[src/rtl/addsub_pkg.sv]
// Shared definitions for the bit-serial adder/subtractor family:
// operation mode codes, controller states and the signed-overflow rule.
package addsub_pkg;

  localparam logic MODE_ADD = 1'b0;
  localparam logic MODE_SUB = 1'b1;

  typedef enum logic [1:0] {
    ST_IDLE = 2'd0,
    ST_RUN  = 2'd1,
    ST_DONE = 2'd2
  } state_t;

  // Overflow from the operand sign bits and the result sign bit.
  function automatic logic signed_ovf(input logic mode, input logic a_msb,
                                      input logic b_msb, input logic s_msb);
    if (mode == MODE_SUB) return (a_msb != b_msb) && (s_msb != a_msb);
    else                  return (a_msb == b_msb) && (s_msb != a_msb);
  endfunction

endpackage

[src/rtl/serial_addsub_if.sv]
// Request/response bundle of the bit-serial adder/subtractor.
interface serial_addsub_if #(
  parameter int unsigned WIDTH = 8
);
  logic             start;
  logic             mode;
  logic [WIDTH-1:0] a;
  logic [WIDTH-1:0] b;
  logic             ready;
  logic             busy;
  logic             done;
  logic [WIDTH-1:0] result;
  logic             cout;
  logic             ovf;

  modport master (
    output start, mode, a, b,
    input  ready, busy, done, result, cout, ovf
  );

  modport slave (
    input  start, mode, a, b,
    output ready, busy, done, result, cout, ovf
  );
endinterface

[src/rtl/addsub_bit_cell.sv]
// One-bit full adder / full subtractor; carry-out doubles as borrow-out in
// subtract mode.
module addsub_bit_cell
  import addsub_pkg::*;
(
  input  logic x,
  input  logic y,
  input  logic c,
  input  logic mode,
  output logic s,
  output logic c_out
);

  logic d;

  always_comb begin
    d = x ^ y;
    s = d ^ c;
    if (mode == MODE_SUB) c_out = (~x & y) | (~d & c);
    else                  c_out = (x & y) | (c & d);
  end

endmodule

[src/rtl/serial_addsub.sv]
// Bit-serial adder/subtractor: one bit per clock, LSB first, through a
// single shared bit cell; result, carry/borrow and overflow held until the next op.
module serial_addsub
  import addsub_pkg::*;
#(
  parameter int unsigned WIDTH = 8
) (
  input logic            clk,
  input logic            rst,
  serial_addsub_if.slave bus
);

  localparam int unsigned CW = (WIDTH > 1) ? $clog2(WIDTH) : 1;

  state_t           state_q, state_d;
  logic [CW-1:0]    cnt_q, cnt_d;
  logic             carry_q, carry_d;
  logic             mode_q, mode_d;
  logic [WIDTH-1:0] a_q, a_d;
  logic [WIDTH-1:0] b_q, b_d;
  logic [WIDTH-1:0] sr_q, sr_d;
  logic [WIDTH-1:0] result_q, result_d;
  logic             cout_q, cout_d;
  logic             ovf_q, ovf_d;
  logic             s;
  logic             c_out;

  addsub_bit_cell u_cell (
    .x     (a_q[cnt_q]),
    .y     (b_q[cnt_q]),
    .c     (carry_q),
    .mode  (mode_q),
    .s     (s),
    .c_out (c_out)
  );

  always_comb begin
    state_d  = state_q;
    cnt_d    = cnt_q;
    carry_d  = carry_q;
    mode_d   = mode_q;
    a_d      = a_q;
    b_d      = b_q;
    sr_d     = sr_q;
    result_d = result_q;
    cout_d   = cout_q;
    ovf_d    = ovf_q;
    unique case (state_q)
      ST_IDLE, ST_DONE: begin
        if (bus.start) begin
          a_d     = bus.a;
          b_d     = bus.b;
          mode_d  = bus.mode;
          carry_d = 1'b0;
          cnt_d   = '0;
          sr_d    = '0;
          state_d = ST_RUN;
        end else begin
          state_d = ST_IDLE;
        end
      end
      ST_RUN: begin
        sr_d[cnt_q] = s;
        carry_d     = c_out;
        cnt_d       = cnt_q + 1'b1;
        // Final bit: publish the word including the MSB written this cycle.
        if (cnt_q == CW'(WIDTH - 1)) begin
          result_d = sr_d;
          cout_d   = c_out;
          ovf_d    = signed_ovf(mode_q, a_q[WIDTH-1], b_q[WIDTH-1], s);
          state_d  = ST_DONE;
        end
      end
      default: state_d = ST_IDLE;
    endcase
  end

  always_ff @(posedge clk) begin
    if (rst) begin
      state_q  <= ST_IDLE;
      cnt_q    <= '0;
      carry_q  <= 1'b0;
      mode_q   <= MODE_ADD;
      a_q      <= '0;
      b_q      <= '0;
      sr_q     <= '0;
      result_q <= '0;
      cout_q   <= 1'b0;
      ovf_q    <= 1'b0;
    end else begin
      state_q  <= state_d;
      cnt_q    <= cnt_d;
      carry_q  <= carry_d;
      mode_q   <= mode_d;
      a_q      <= a_d;
      b_q      <= b_d;
      sr_q     <= sr_d;
      result_q <= result_d;
      cout_q   <= cout_d;
      ovf_q    <= ovf_d;
    end
  end

  assign bus.ready  = (state_q != ST_RUN);
  assign bus.busy   = (state_q == ST_RUN);
  assign bus.done   = (state_q == ST_DONE);
  assign bus.result = result_q;
  assign bus.cout   = cout_q;
  assign bus.ovf    = ovf_q;

endmodule

[src/flat_wrapper.sv]
// flat-port wrapper written by rule: the top's interface ports become plain ports
module serial_addsub_flat import addsub_pkg::*;
#(
  parameter int unsigned WIDTH = 8
)
  (clk, rst, bus_start, bus_mode, bus_a, bus_b, bus_ready, bus_busy, bus_done, bus_result, bus_cout, bus_ovf);
  serial_addsub_if #(.WIDTH(WIDTH)) bus_i ();
  input logic clk;
  input logic rst;
  input wire logic [$bits(bus_i.start)-1:0] bus_start;
  input wire logic [$bits(bus_i.mode)-1:0] bus_mode;
  input wire logic [$bits(bus_i.a)-1:0] bus_a;
  input wire logic [$bits(bus_i.b)-1:0] bus_b;
  output wire logic [$bits(bus_i.ready)-1:0] bus_ready;
  output wire logic [$bits(bus_i.busy)-1:0] bus_busy;
  output wire logic [$bits(bus_i.done)-1:0] bus_done;
  output wire logic [$bits(bus_i.result)-1:0] bus_result;
  output wire logic [$bits(bus_i.cout)-1:0] bus_cout;
  output wire logic [$bits(bus_i.ovf)-1:0] bus_ovf;
  assign bus_i.start = bus_start;
  assign bus_i.mode = bus_mode;
  assign bus_i.a = bus_a;
  assign bus_i.b = bus_b;
  assign bus_ready = bus_i.ready;
  assign bus_busy = bus_i.busy;
  assign bus_done = bus_i.done;
  assign bus_result = bus_i.result;
  assign bus_cout = bus_i.cout;
  assign bus_ovf = bus_i.ovf;
  serial_addsub #(.WIDTH(WIDTH)) u_core (.clk(clk), .rst(rst), .bus(bus_i));
endmodule
[config.mk]
export PLATFORM = sky130hd
export DESIGN_NAME = serial_addsub_flat
export DESIGN_NICKNAME = d
export VERILOG_FILES = /design/src/rtl/addsub_pkg.sv /design/src/rtl/serial_addsub_if.sv /design/src/rtl/addsub_bit_cell.sv /design/src/rtl/serial_addsub.sv /design/src/flat_wrapper.sv
export SDC_FILE = /design/constraint.sdc
export NUM_CORES = 1
export LEC_CHECK = 0
export ABC_AREA = 1
export CAP_MARGIN = 25
export CELL_PAD_IN_SITES_DETAIL_PLACEMENT = 0
export CELL_PAD_IN_SITES_GLOBAL_PLACEMENT = 2
export CORE_MARGIN = 2
export CORE_UTILIZATION = 31
export DETAILED_ROUTE_END_ITERATION = 16
export DONT_BUFFER_PORTS = 1
export PLACE_DENSITY_LB_ADDON = 0.1
export SYNTH_ARGS = -nofsm -noshare
export SYNTH_HDL_FRONTEND = slang
export SYNTH_SLANG_ARGS = --single-unit
[constraint.sdc]
create_clock -name clk -period 2.3 [get_ports clk]
set_clock_uncertainty 0.2 [all_clocks]
set_input_delay 0.23 -clock clk [delete_from_list [all_inputs] [get_ports clk]]
set_output_delay 0.23 -clock clk [all_outputs]
set_load 0.01 [all_outputs]
==> flow_summary.json <==
{
  "routed_via_density": 4.53,
  "grtUsageMet1_pct": 21.0,
  "whs_ns": -0.213,
  "crit_family": "adder cells",
  "htreeDepth": 2,
  "ant_nets": 0,
  "crit_cells": 11,
  "core-area_mm2": 0.00635,
  "regArea_um2": 830,
  "routedWlPerCell_um": 12.6,
  "yosysUniqueCellTypes": 23,
  "critPathMaxFanout": 5,
  "critPathRequiredTime_ns": 2.33,
  "power.density_mw_per_mm2": 601,
  "power_frac_seq_pct": 48.5,
  "yosysSeqAreaShare_pct": 40.2,
  "num_vias": 1827,
  "async_flop_share_pct": 0,
  "reg2reg_to": "u_core.sr_q[5]",
  "cts.sinks": 41,
  "grtUsageMet3_pct": 3.70,
  "firstDrtPassIters": 4,
  "io_buffers": 0,
  "fillers": 676,
  "place_ws_ns": -0.0818,
  "clk_path_buf_depth": 2,
  "swShare_pct": 28.2,
  "io_pins": 33,
  "cts_made_buffers": 5,
  "hold_depth": 1,
  "syn_area_per_cell_um2": 7.04,
  "crit_chain": "inv_2 > nand3_1 > o21ai_1 > nor2_1 > nand2_2 > inv_2 > fa_2 > clkinv_4 > nand4_1 > nand3_1 > a21oi_2",
  "cellLeakagePower_nw": 1.12,
  "dp_hpwl_um": 3390,
  "relSlewSlack_pct": 72.2,
  "antenna_found_initial": 0,
  "grt.total_usage_pct": 15.0,
  "netlist_area_mm2": 0.00204,
  "synth.top_cell.area_share_pct": 40.2,
  "path_clk_slew_ns": 0.08,
  "switchingPower_mw": 0.445,
  "fin_crit_ns": 2.27,
  "irDropWorstVdd_mv": 0.454,
  "drt-initial-drc-count": 54,
  "cp-end-kind": "flip-flop",
  "synth_common_cells": "73 x nand2_1, 41 x dfxtp_1, 29 x inv_1, 29 x nor2_1, 24 x o21ai_0",
  "mappedNetlistNets": 314,
  "rr_worst_depth": 11,
  "hold_buffers": 21,
  "synthCells": 290,
  "critPathBufInv": 3,
  "maxSlewViolCount": 0,
  "synth_enable_flop_cells": 0,
  "slowest_delay_ns": 0.61,
  "hold_path.class": "in -> reg",
  "synthFlopType": "dfxtp_1",
  "combPwrFrac_pct": 18.1,
  "die_area_mm2": 0.00725,
  "status": "finished, violations left",
  "grt_pass1_vias": 1799,
  "hold_path_end": "u_core.bus.ovf",
  "core.rowCount": 29,
  "rrSetupSlack_ns": 0.03,
  "yosys.area.top_type": "dfxtp_1",
  "fp.dieH_um": 85.2,
  "drive_above_1_share_pct": 23.9,
  "internal_power_mw": 1.13,
  "multi_input_comb_area_mm2": 0.00106,
  "total_power_mw": 1.58,
  "ys_top_cells_by_area": "dfxtp_1 40%, nand2_1 13%, o21ai_0 5.9%, nand3_1 5.4%, inv_1 5.3%",
  "syn2layout_area_growth_pct": 28.4,
  "fin_nets": 349,
  "fin_ws_ns": 0.0253,
  "r2r-start": "u_core.cnt_q[2]",
  "drc_errors": 0,
  "cts_tree": "done",
  "critPathKind": "reg -> reg",
  "ys_ff_latch": 41,
  "gr-usage-met2_pct": 23.2,
  "setup_viol": 0,
  "place.gp.congestion": 0.779,
  "grt_overflow": 0,
  "yosysWarnings": 0,
  "power_frac_clock_pct": 33.4,
  "cp.arrival_ns": 2.31,
  "die_x_um": 85.2,
  "grt_max_degree": 27,
  "grt_pass1_wl_um": 8670,
  "clock_latency_ns": 0.29,
  "max-cap-violations": 0,
  "yosysMostFrequentCell": "nand2_1",
  "rsz0062_at_grt": "yes",
  "num_antenna_cells": 0,
  "timing.fmax_mhz": 440,
  "worst_pin_slew_ns": 0.417,
  "start_util_pct": 32.2,
  "hold_viol_final": 11,
  "violations": "negative hold slack",
  "min-delay-start": "rst",
  "clockRootBuffer": "clkbuf_8",
  "period_share_pct": 98.9,
  "startpoint_type": "flip-flop",
  "finalWirelength_um": 5060,
  "cp_slowest_cell": "fa_2",
  "grt_busiest_layer": "met2"
}
## worst reg2reg max path, stage by stage (launching register included)
cell	delay, ns
dfxtp_2	0.35
inv_2	0.10
nand3_1	0.10
o21ai_1	0.18
nor2_1	0.09
nand2_2	0.09
inv_2	0.04
fa_2	0.61
clkinv_4	0.11
nand4_1	0.11
nand3_1	0.10
a21oi_2	0.14
## worst max-delay path by stage
stage | startpoint | to
global route | u_core.cnt_q[1] | u_core.sr_q[5]
CTS | u_core.cnt_q[0] | u_core.carry_q
finish | u_core.cnt_q[2] | u_core.sr_q[5]
floorplan | u_core.cnt_q[0] | u_core.sr_q[2]
detailed placement | u_core.cnt_q[1] | u_core.sr_q[2]
global placement | u_core.cnt_q[1] | u_core.bus.result[3]
## per-stage QoR
step,setup TNS [ns],instance area (µm²),cells,hold slack [ns],util (%)
2_1_floorplan,0,2040,290,0.194,-
3_3_place_gp,-0.863,2170,369,0.0950,34.1
3_5_place_dp,-0.833,2170,369,0.0963,34.1
4_1_cts,0,2530,401,-0.223,39.8
5_1_grt,-0.795,2620,403,-0.231,41.3
6_report,0,2620,403,-0.213,41.3
## power by group through the flow
stage,registers [mW],clock network [mW],logic [mW]
floorplan,0.772,0,0.172
global placement,0.779,0,0.218
detailed placement,0.778,0,0.218
CTS,0.762,0.548,0.272
global route,0.770,0.576,0.323
finish,0.764,0.526,0.285
## cells in the final DEF, fill, tap and decap left out, drive strengths merged
cell type    synthesis  layout
inv                 35      34
ha                   2       2
clkinv               1       5
fa                   2       2
nand3               23      23
nand4                6       6
nand2               82      82
buf                 12      20
a211oi               1       1
dlygate4sd3          0      21
o21a                 7       7
dfxtp               41      41
a21oi               21      21
o21ai               25      25
nor2                29      29
clkbuf               3       7
## kinds of logic (layout without fill, tap and decap cells)
group,Yosys count,count (layout),synth area share (%)
DFF,41,41,40.2
buffers and inverters,51,87,11.6
and+or+nand+nor,140,140,29.5
AOI/OAI and AO/OA,54,54,15.6
adders and majority gates,4,4,3.19
## layer usage
layer	vias to the layer above	wire (µm)
met2	25	2240
met5	-	0
met4	0	50
li1	988	-
met1	808	2580
met3	6	189
## registers in the layout, indices dropped and copies added, names as in the netlist
name,cells
u_core.mode_q,1
u_core.carry_q,1
u_core.sr_q,8
u_core.state_q,2
u_core.b_q,8
u_core.bus.ovf,1
u_core.bus.cout,1
u_core.bus.result,8
u_core.cnt_q,3
u_core.a_q,8
## final cells by class
class                           instances  area share [%]
Sequential cell                        41            31.6
Timing Repair inverter                  2           0.525
Inverter                               36            5.54
Multi-Input combinational cell        198            40.3
Tap cell                               77            3.68
Timing Repair Buffer                   41            14.5
Clock buffer                            7            3.68
Clock inverter                          1           0.191
## what timing repair did
action / 4_1_cts / 5_1_grt
endpoints found under the hold margin: 32 / 10
gates cloned: 1 / 1
buffers inserted: 3 / 1
endpoints found under the setup margin: 17 / 19
pin swaps: 6 / 19
resized for setup: 12 / 30
Power figures use the tool's default switching activity.
